[config.mk]
export PLATFORM = sky130hd
export DESIGN_NAME = multi_synapse_neuron
export DESIGN_NICKNAME = d
export VERILOG_FILES = /design/src/rtl/neuron_pkg.sv /design/src/rtl/weighted_spike_sum.sv /design/src/rtl/multi_synapse_neuron.sv
export SDC_FILE = /design/constraint.sdc
export NUM_CORES = 1
export LEC_CHECK = 0
export ABC_AREA = 1
export CAP_MARGIN = 0
export CORE_ASPECT_RATIO = 1.25
export CORE_UTILIZATION = 35
export CTS_BUF_LIST = sky130_fd_sc_hd__clkbuf_4 sky130_fd_sc_hd__clkbuf_8
export DETAILED_ROUTE_END_ITERATION = 16
export PLACE_DENSITY = 0.53
export SYNTH_ARGS = -nofsm -noshare
export SYNTH_HDL_FRONTEND = slang
export SYNTH_HIERARCHICAL = 1
export SYNTH_SLANG_ARGS = --single-unit
[constraint.sdc]
create_clock -name i_Clk -period 15.5 [get_ports i_Clk]
set_input_delay 3.875 -clock i_Clk [delete_from_list [all_inputs] [get_ports i_Clk]]
set_output_delay 3.875 -clock i_Clk [all_outputs]
set_load 0.05 [all_outputs]
[src/rtl/neuron_pkg.sv]
// Shared types and default constants for the multi-synapse neuron.
// State encoding plus the parameter defaults used by top and sub-blocks.
package neuron_pkg;

  typedef logic [1:0] state_t;

  localparam state_t ST_INTEGRATE  = 2'd0;
  localparam state_t ST_FIRE       = 2'd1;
  localparam state_t ST_REFRACTORY = 2'd2;

  localparam int DEF_WIDTH          = 10;
  localparam int DEF_N_INPUTS       = 4;
  localparam int DEF_WEIGHT_W       = 6;
  localparam int DEF_THRESHOLD      = 500;
  localparam int DEF_BASE           = 100;
  localparam int DEF_RESET_V        = 80;
  localparam int DEF_LEAK_SHIFT     = 4;
  localparam int DEF_REFRACT_CYCLES = 8;

endpackage

[src/rtl/weighted_spike_sum.sv]
// Combinational sum of the weights of all currently asserted synapses.
// Result width leaves headroom so the sum can never overflow.
module weighted_spike_sum
  import neuron_pkg::*;
#(
  parameter int N_INPUTS = DEF_N_INPUTS,
  parameter int WEIGHT_W = DEF_WEIGHT_W,
  localparam int SUM_W =
    WEIGHT_W + $clog2(N_INPUTS) + 1
) (
  input  logic [N_INPUTS-1:0]          spikes,
  input  logic [N_INPUTS*WEIGHT_W-1:0] weights,
  output logic [SUM_W-1:0]             sum
);

  always_comb begin
    sum = '0;
    for (int k = 0; k < N_INPUTS; k++) begin
      if (spikes[k]) begin
        sum = sum + SUM_W'(
          weights[k*WEIGHT_W +: WEIGHT_W]);
      end
    end
  end

endmodule

[src/rtl/multi_synapse_neuron.sv]
// Leaky integrate-and-fire neuron with weighted synapses,
// a one-cycle fire pulse and a fixed-length refractory window.
module multi_synapse_neuron
  import neuron_pkg::*;
#(
  parameter int WIDTH          = DEF_WIDTH,
  parameter int N_INPUTS       = DEF_N_INPUTS,
  parameter int WEIGHT_W       = DEF_WEIGHT_W,
  parameter int THRESHOLD      = DEF_THRESHOLD,
  parameter int BASE           = DEF_BASE,
  parameter int RESET_V        = DEF_RESET_V,
  parameter int LEAK_SHIFT     = DEF_LEAK_SHIFT,
  parameter int REFRACT_CYCLES = DEF_REFRACT_CYCLES
) (
  input  logic                         i_Clk,
  input  logic                         i_Reset,
  input  logic [N_INPUTS-1:0]          i_Spikes,
  input  logic [N_INPUTS*WEIGHT_W-1:0] i_Weights,
  output logic [WIDTH-1:0]             o_Potential,
  output logic                         o_Spike,
  output logic                         o_Refractory,
  output logic [15:0]                  o_Spike_Count
);

  localparam int SUM_W =
    WEIGHT_W + $clog2(N_INPUTS) + 1;
  localparam int ADD_W =
    ((WIDTH > SUM_W) ? WIDTH : SUM_W) + 1;
  localparam int CNT_W = (REFRACT_CYCLES > 0) ?
    $clog2(REFRACT_CYCLES + 1) : 1;

  localparam logic [WIDTH-1:0] MAX_V   = '1;
  localparam logic [WIDTH-1:0] BASE_V  = WIDTH'(BASE);
  localparam logic [WIDTH-1:0] THR_V   = WIDTH'(THRESHOLD);
  localparam logic [WIDTH-1:0] RESET_P = WIDTH'(RESET_V);
  localparam logic [CNT_W-1:0] RC_V    =
    CNT_W'(REFRACT_CYCLES);

  state_t             state;
  logic [CNT_W-1:0]   refr_cnt;
  logic [SUM_W-1:0]   sum;
  logic [WIDTH-1:0]   diff;
  logic [WIDTH-1:0]   leak_step;
  logic [WIDTH-1:0]   leaked;
  logic [ADD_W-1:0]   raw;
  logic [WIDTH-1:0]   next_int;
  logic               fire_now;

  weighted_spike_sum #(
    .N_INPUTS (N_INPUTS),
    .WEIGHT_W (WEIGHT_W)
  ) u_sum (
    .spikes  (i_Spikes),
    .weights (i_Weights),
    .sum     (sum)
  );

  // Leak toward BASE, always moving at least one step.
  always_comb begin
    diff      = '0;
    leak_step = '0;
    leaked    = o_Potential;
    if (o_Potential > BASE_V) begin
      diff      = o_Potential - BASE_V;
      leak_step = diff >> LEAK_SHIFT;
      if (leak_step == '0) leak_step = WIDTH'(1);
      leaked    = o_Potential - leak_step;
    end else if (o_Potential < BASE_V) begin
      diff      = BASE_V - o_Potential;
      leak_step = diff >> LEAK_SHIFT;
      if (leak_step == '0) leak_step = WIDTH'(1);
      leaked    = o_Potential + leak_step;
    end
  end

  always_comb begin
    raw = ADD_W'(o_Potential) + ADD_W'(sum);
    if (sum == '0) begin
      next_int = leaked;
    end else if (raw > ADD_W'(MAX_V)) begin
      next_int = MAX_V;
    end else begin
      next_int = raw[WIDTH-1:0];
    end
    fire_now = (next_int >= THR_V);
  end

  always_ff @(posedge i_Clk) begin
    if (i_Reset) begin
      state         <= ST_INTEGRATE;
      refr_cnt      <= '0;
      o_Potential   <= BASE_V;
      o_Spike       <= 1'b0;
      o_Refractory  <= 1'b0;
      o_Spike_Count <= 16'd0;
    end else begin
      unique case (state)
        ST_INTEGRATE: begin
          o_Potential <= next_int;
          if (fire_now) begin
            o_Spike       <= 1'b1;
            o_Spike_Count <= o_Spike_Count + 16'd1;
            state         <= ST_FIRE;
          end
        end
        ST_FIRE: begin
          o_Spike     <= 1'b0;
          o_Potential <= RESET_P;
          if (REFRACT_CYCLES == 0) begin
            state <= ST_INTEGRATE;
          end else begin
            state        <= ST_REFRACTORY;
            o_Refractory <= 1'b1;
            refr_cnt     <= RC_V;
          end
        end
        ST_REFRACTORY: begin
          o_Potential <= leaked;
          refr_cnt    <= refr_cnt - CNT_W'(1);
          if (refr_cnt == CNT_W'(1)) begin
            state        <= ST_INTEGRATE;
            o_Refractory <= 1'b0;
          end
        end
        default: begin
          state        <= ST_INTEGRATE;
          o_Spike      <= 1'b0;
          o_Refractory <= 1'b0;
          refr_cnt     <= '0;
        end
      endcase
    end
  end

endmodule

==> flow_summary.toml, run 1 <==
[status]
status = "finished clean"

[place]
dp_hpwl_mm = 11.3
io_buffers = 57
place.gp.congestion = 0.894
dp.cells = 1003
dpl_cell_area_sq_mm = 0.00542
place_ws_ns = 5.28

[yosys]
syn-num-nets = 867
synth_top_area_cell = "nand2_1"
yosys_warnings = 6
synth_edf_count = 0
netlist_area_sq_mm = 0.00474
ys_seq_elements = 34
ys_dominant_reg_cell = "dfxtp_1"
async_reset_ff_share_pct = 0
yosys-top-cells-area = "nand2_1 19%, dfxtp_1 14%, ha_1 12%"
synthDistinctLibCells = 45
yosysSeqAreaShare_pct = 14.4
avgSynthCellArea_sq_um = 6.03
synth_top_area_share_pct = 18.5
syn_inst = 787

[worst_setup_path]
cp-end-kind = "flop"
cp_data_arrival_time_ns = 10.02
critical_path.top_delay_family = "simple AND/OR/NAND/NOR gates"
crit_type = "in2reg"
cp_slowest_cell = "clkdlybuf4s50_1"
start_kind = "input pin"
worst-path-max-fanout = 19
crit_buf_inv = 6
cp_slowest_stage_delay_ns = 0.72
cp.required_ns = 15.63
ff2ff_setup_slack_ns = 11.38
cpMostUsedCell = "nand2_1"

[finish]
final_area_sq_mm = 0.00554
drive_above_1_share_pct = 5.72
layout_commonest_cell = "nand2_1"
final_cell_mix = "234 x nand2_1, 105 x inv_1, 77 x nand3_1, 61 x nor2_1, 57 x clkdlybuf4s50_1"
syn_to_final_growth_pct = 16.7
fillers = 1452
n_antenna_cell = 0
final_cells = 1010
final_nets = 919

[power_and_ir_drop]
power.share.clock_pct = 7.7
powerDensity_mw_per_mm2 = 200
finalPower_w = 0.00111
seq_power_share_pct = 13.6
irDropWorstVdd_mv = 0.0705
internal_power_w = 0.000465
p_comb_share_pct = 78.7
power_leakage_nw = 2.67
p_sw_w = 0.000643
swShare_pct = 58.1

[route]
wl_per_cell_um = 13.7
route.detailed.drc = 0
vias = 5094
vias_per_cell = 5.04
finalWirelength_mm = 13.9
drt_iter0_drc = 205
ant_nets = 0
drt_pass1_iterations = 5

[timing]
maxSlewViolCount = 0
fmaxAchievable_mhz = 101
min_period_ns = 9.90
worstMarginPinSlew_ns = 1.03
hold_violations = 0
setup_viol = 0
finClkSkew_ns = 0.00959
maxSlewHeadroom_pct = 31.4
setup_tns_ns = 0
rsz0062_at_grt = "false"
finalCritPeriodShare_pct = 63.8
fin_ws_ns = 5.60

[clocking]
cts_buffers = 5
path_clk_slew_ns = 0.07
cts.htree.levels = 2
cts_resized = 0
postCtsSetupRepairBufs = 0
clock_latency_ns = 0.29
clockBufferDepth = 2
cts_root_buf = "clkbuf_8"
cts_tree = "done"
clock_sinks = 34
hold_buffers = 0

[die]
die_h_um = 132
die_area_sq_mm = 0.0140
floorplan.rows = 47
initial_utilization_pct = 35.8
die_w_um = 106
pin_count = 58
coreArea_sq_mm = 0.0132

[grt]
grt_overflow = 0
antenna_found_initial = 0
grt_pass1_vias = 5077
grt_pass1_wl_mm = 23.4
grt_util_all_layers_pct = 20.4
grt_max_degree = 28

[job]
drv_cap = 0

[min_path]
min_path_type = "reg2reg"
final timing paths:
kind	startpoint	to	depth (start not counted)
worst min-delay path	o_Spike$_SDFFE_PP0P_	o_Spike$_SDFFE_PP0P_	2
worst max-delay path	i_Spikes[0]	o_Spike_Count[6]$_SDFFE_PP0P_	42
worst min register to register	o_Spike$_SDFFE_PP0P_	o_Spike$_SDFFE_PP0P_	2
worst max register to register	o_Potential[2]$_SDFFE_PP1P_	o_Spike_Count[6]$_SDFFE_PP0P_	26
routing by layer:
layer / track usage (%) / share of wire, %
met5: 0 / 0
met4: 6.02 / 1.9
met3: 2.17 / 3.3
met2: 39.0 / 53
met1: 23.2 / 42
flip-flops by register name, indices dropped and copies added, names as in the netlist:
register       cells
o_Potential       10
o_Spike_Count     16
o_Spike            1
refr_cnt           4
o_Refractory       1
state              2
stage by stage:
stage | hold WS [ns] | utilization (%)
3_3_place_gp | 0.471 | 41.0
5_1_grt | 0.501 | 41.8
6_report | 0.474 | 41.8
3_5_place_dp | 0.462 | 41.0
2_1_floorplan | 0.456 | -
4_1_cts | 0.482 | 41.8
worst min-delay path, delay by kind of cell (launching register included):
kind            cells  cell delay (ns)
flops               1             0.33
simple gates        1             0.07
compound gates      1             0.04
cells by family (layout without fill, tap and decap cells):
group | count (synthesis) | in the layout | synth area share [%]
buffers and inverters | 127 | 179 | 11.4
flip-flops | 34 | 34 | 14.4
adder cells (fa/ha/maj) | 50 | 50 | 14.1
AO/OA/AOI/OAI | 110 | 110 | 13.2
AND/OR/NAND/NOR | 440 | 440 | 42.0
XOR/XNOR | 26 | 26 | 4.80
Yosys cell counts, types with 2 or more instances:
library cell and number:
a21boi_1 2, a21oi_1 50, a221oi_1 2, a31o_2 2, a31oi_1 11, and2_1 2
buf_4 3, buf_6 4, clkbuf_1 4, clkinv_1 3, clkinv_2 2, dfxtp_1 34
fa_1 6, ha_1 44, inv_1 105, inv_2 4, nand2_1 234, nand2_2 9
nand2_4 8, nand3_1 77, nand3_2 3, nand3_4 2, nand3b_1 8, nand4_1 13
nor2_1 61, nor2_2 5, nor3_1 11, nor4_1 3, o211ai_1 4, o21ai_0 29
o221ai_1 2, o22ai_1 2, or2_2 2, xnor2_1 13, xor2_1 13
power by group through the flow:
stage,sequential (W),combinational (W),clock (W)
finish,0.000151,0.000872,0.0000851
global route,0.000156,0.000990,0.0000905
CTS,0.000151,0.000871,0.0000866
detailed placement,0.000153,0.000866,0
global placement,0.000153,0.000861,0
floorplan,0.000185,0.000624,0
final cells by class:
class / instances / area, sq um / share of cell area [%]
Tap cell: 171 / 214 / 3.87
Inverter: 114 / 430 / 7.78
Clock buffer: 6 / 82.6 / 1.49
Multi-Input combinational cell: 626 / 3520 / 63.6
Timing Repair Buffer: 58 / 578 / 10.4
Sequential cell: 34 / 681 / 12.3
Clock inverter: 1 / 30.0 / 0.542
Power figures use the tool's default switching activity.
==> run 2: changes to the inputs <==
==> constraint.sdc (replaced) <==
create_clock -name i_Clk -period 9.7 [get_ports i_Clk]
set_input_delay 2.425 -clock i_Clk [delete_from_list [all_inputs] [get_ports i_Clk]]
set_output_delay 2.425 -clock i_Clk [all_outputs]
set_load 0.05 [all_outputs]
==> flow_summary.toml, run 2 (synthesized netlist as in run 1, its figures left out) <==
[worst_setup_path]
cp_data_arrival_time_ns = 8.63
worst-path-stages = 44
cpMostUsedCell = "nand2_1"
cp.required_ns = 9.83
start_kind = "input pin"
crit_type = "in2reg"
reg2reg_depth = 26
worst-path-max-fanout = 19
critical_path.top_delay_family = "simple AND/OR/NAND/NOR gates"
cp-end-kind = "flop"
cp_slowest_cell = "clkdlybuf4s50_1"
cp_slowest_stage_delay_ns = 0.72
crit_buf_inv = 7

[route]
vias = 5124
route.detailed.drc = 0
drt_pass1_iterations = 4
ant_nets = 0
wl_per_cell_um = 13.8
finalWirelength_mm = 13.9
drt_iter0_drc = 205
vias_per_cell = 5.07

[grt]
grt_max_degree = 28
use_met3_pct = 2.03
use_met2_pct = 39.3
grt_pass1_wl_mm = 23.5
grt_util_all_layers_pct = 20.6
grt_pass1_vias = 5095
grt.met1_usage_pct = 23.1
grt_overflow = 0
gr-max-usage-layer = "met2"
antenna_found_initial = 0

[min_path]
min_path_type = "reg2reg"
hold_depth = 2

[finish]
multiInputGateArea_sq_mm = 0.00352
n_antenna_cell = 0
largest_register_ffs = 16
final_nets = 918
top_regs = "o_Spike_Count x16, o_Potential x10, refr_cnt x4"
final_cell_mix = "234 x nand2_1, 105 x inv_1, 77 x nand3_1, 61 x nor2_1, 57 x clkdlybuf4s50_1"
fillers = 1473
syn_to_final_growth_pct = 16.2
drive_above_1_share_pct = 5.72
regArea_sq_um = 681
regMostFlops = "o_Spike_Count"
layout_commonest_cell = "nand2_1"

[place]
dp_hpwl_mm = 11.3
io_buffers = 57
place_ws_ns = 0.924
place.gp.congestion = 0.896

[clocking]
clock_latency_ns = 0.29
cts_resized = 0
cts_buffers = 5
clock_sinks = 34
cts_root_buf = "clkbuf_8"
cts.htree.levels = 2
cts_tree = "done"
hold_buffers = 0
postCtsSetupRepairBufs = 0
path_clk_slew_ns = 0.08
clockBufferDepth = 2

[status]
status = "finished clean"

[power_and_ir_drop]
power_leakage_nw = 2.65
irDropWorstVdd_mv = 0.0996
powerDensity_mw_per_mm2 = 317

[timing]
setup_tns_ns = 0
min_period_ns = 8.50
maxSlewViolCount = 0
maxSlewHeadroom_pct = 31.4
worstMarginPinSlew_ns = 1.03
hold_violations = 0
fin_ws_ns = 1.20
rsz0062_at_grt = "false"
finalCritPeriodShare_pct = 87.6
setup_viol = 0
fmaxAchievable_mhz = 118
finClkSkew_ns = 0.0147

[die]
floorplan.rows = 47
die_area_sq_mm = 0.0140
die_w_um = 106
die_h_um = 132
initial_utilization_pct = 35.8
coreArea_sq_mm = 0.0132
pin_count = 58

[job]
drv_cap = 0
-- run 2: cell count changes in the layout (fill, tap and decap cells not counted) --
cell,previous run,this run
buf_4,1,0
bufinv_16,1,0
clkinv_2,2,3
clkinvlp_4,0,1
-- run 2: power by group --
group	switching, W	internal (W)	total (W)
combinational	0.000896	0.000485	0.00138
clock	0.0000561	0.0000571	0.000113
sequential	0.0000772	0.000173	0.000250
total	0.00103	0.000715	0.00174
-- run 2: final cells by class --
type / instances / share of cell area (%)
Clock buffer: 6 / 1.50
Clock inverter: 2 / 0.227
Inverter: 114 / 7.81
Multi-Input combinational cell: 626 / 63.9
Sequential cell: 34 / 12.4
Tap cell: 171 / 3.88
Timing Repair Buffer: 57 / 10.4
-- run 2: per-stage QoR --
step	area (sq um)	power [W]	util, %	hold WS [ns]	std cells
finish	5510	0.00174	41.6	0.478	1010
global route	5510	0.00195	41.6	0.497	1010
CTS	5510	0.00175	41.6	0.485	1010
detailed placement	5420	0.00163	40.9	0.463	1002
global placement	5420	0.00162	40.9	0.471	1002
floorplan	4740	0.00129	-	0.456	787
-- run 2: path summary, 6_finish.rpt --
kind | from | endpoint | slack, ns
min reg2reg | o_Spike$_SDFFE_PP0P_ | o_Spike$_SDFFE_PP0P_ | 0.48
min | o_Spike$_SDFFE_PP0P_ | o_Spike$_SDFFE_PP0P_ | 0.48
max | i_Spikes[0] | o_Spike_Count[10]$_SDFFE_PP0P_ | 1.20
max reg2reg | o_Potential[2]$_SDFFE_PP1P_ | o_Spike_Count[10]$_SDFFE_PP0P_ | 5.61
-- run 2: routing by layer --
| layer | wire, um | part of all wire, % |
|---|---|---|
| met3 | 500 | 3.6 |
| met1 | 5750 | 41 |
| met5 | 0 | 0 |
| met4 | 397 | 2.9 |
| met2 | 7270 | 52 |
-- run 2: worst reg2reg max path, stage by stage (launching register included) --
cell and delay, ns:
dfxtp_1 0.63, nand2_1 0.13, nor2_2 0.26, nand2_1 0.13
nand2_2 0.12, nand2_4 0.08, nand2_1 0.07, inv_1 0.06
o32ai_1 0.27, ha_1 0.24, inv_1 0.07, fa_1 0.40
inv_1 0.09, nand2_1 0.05, nand2_1 0.07, or2_2 0.10
nand3_1 0.11, nand3_1 0.12, nand2_1 0.06, inv_1 0.07
nand2_1 0.06, nor2_2 0.11, nand2_2 0.07, nand2_4 0.20
nand2_4 0.18, nand2_1 0.13, a21oi_1 0.06
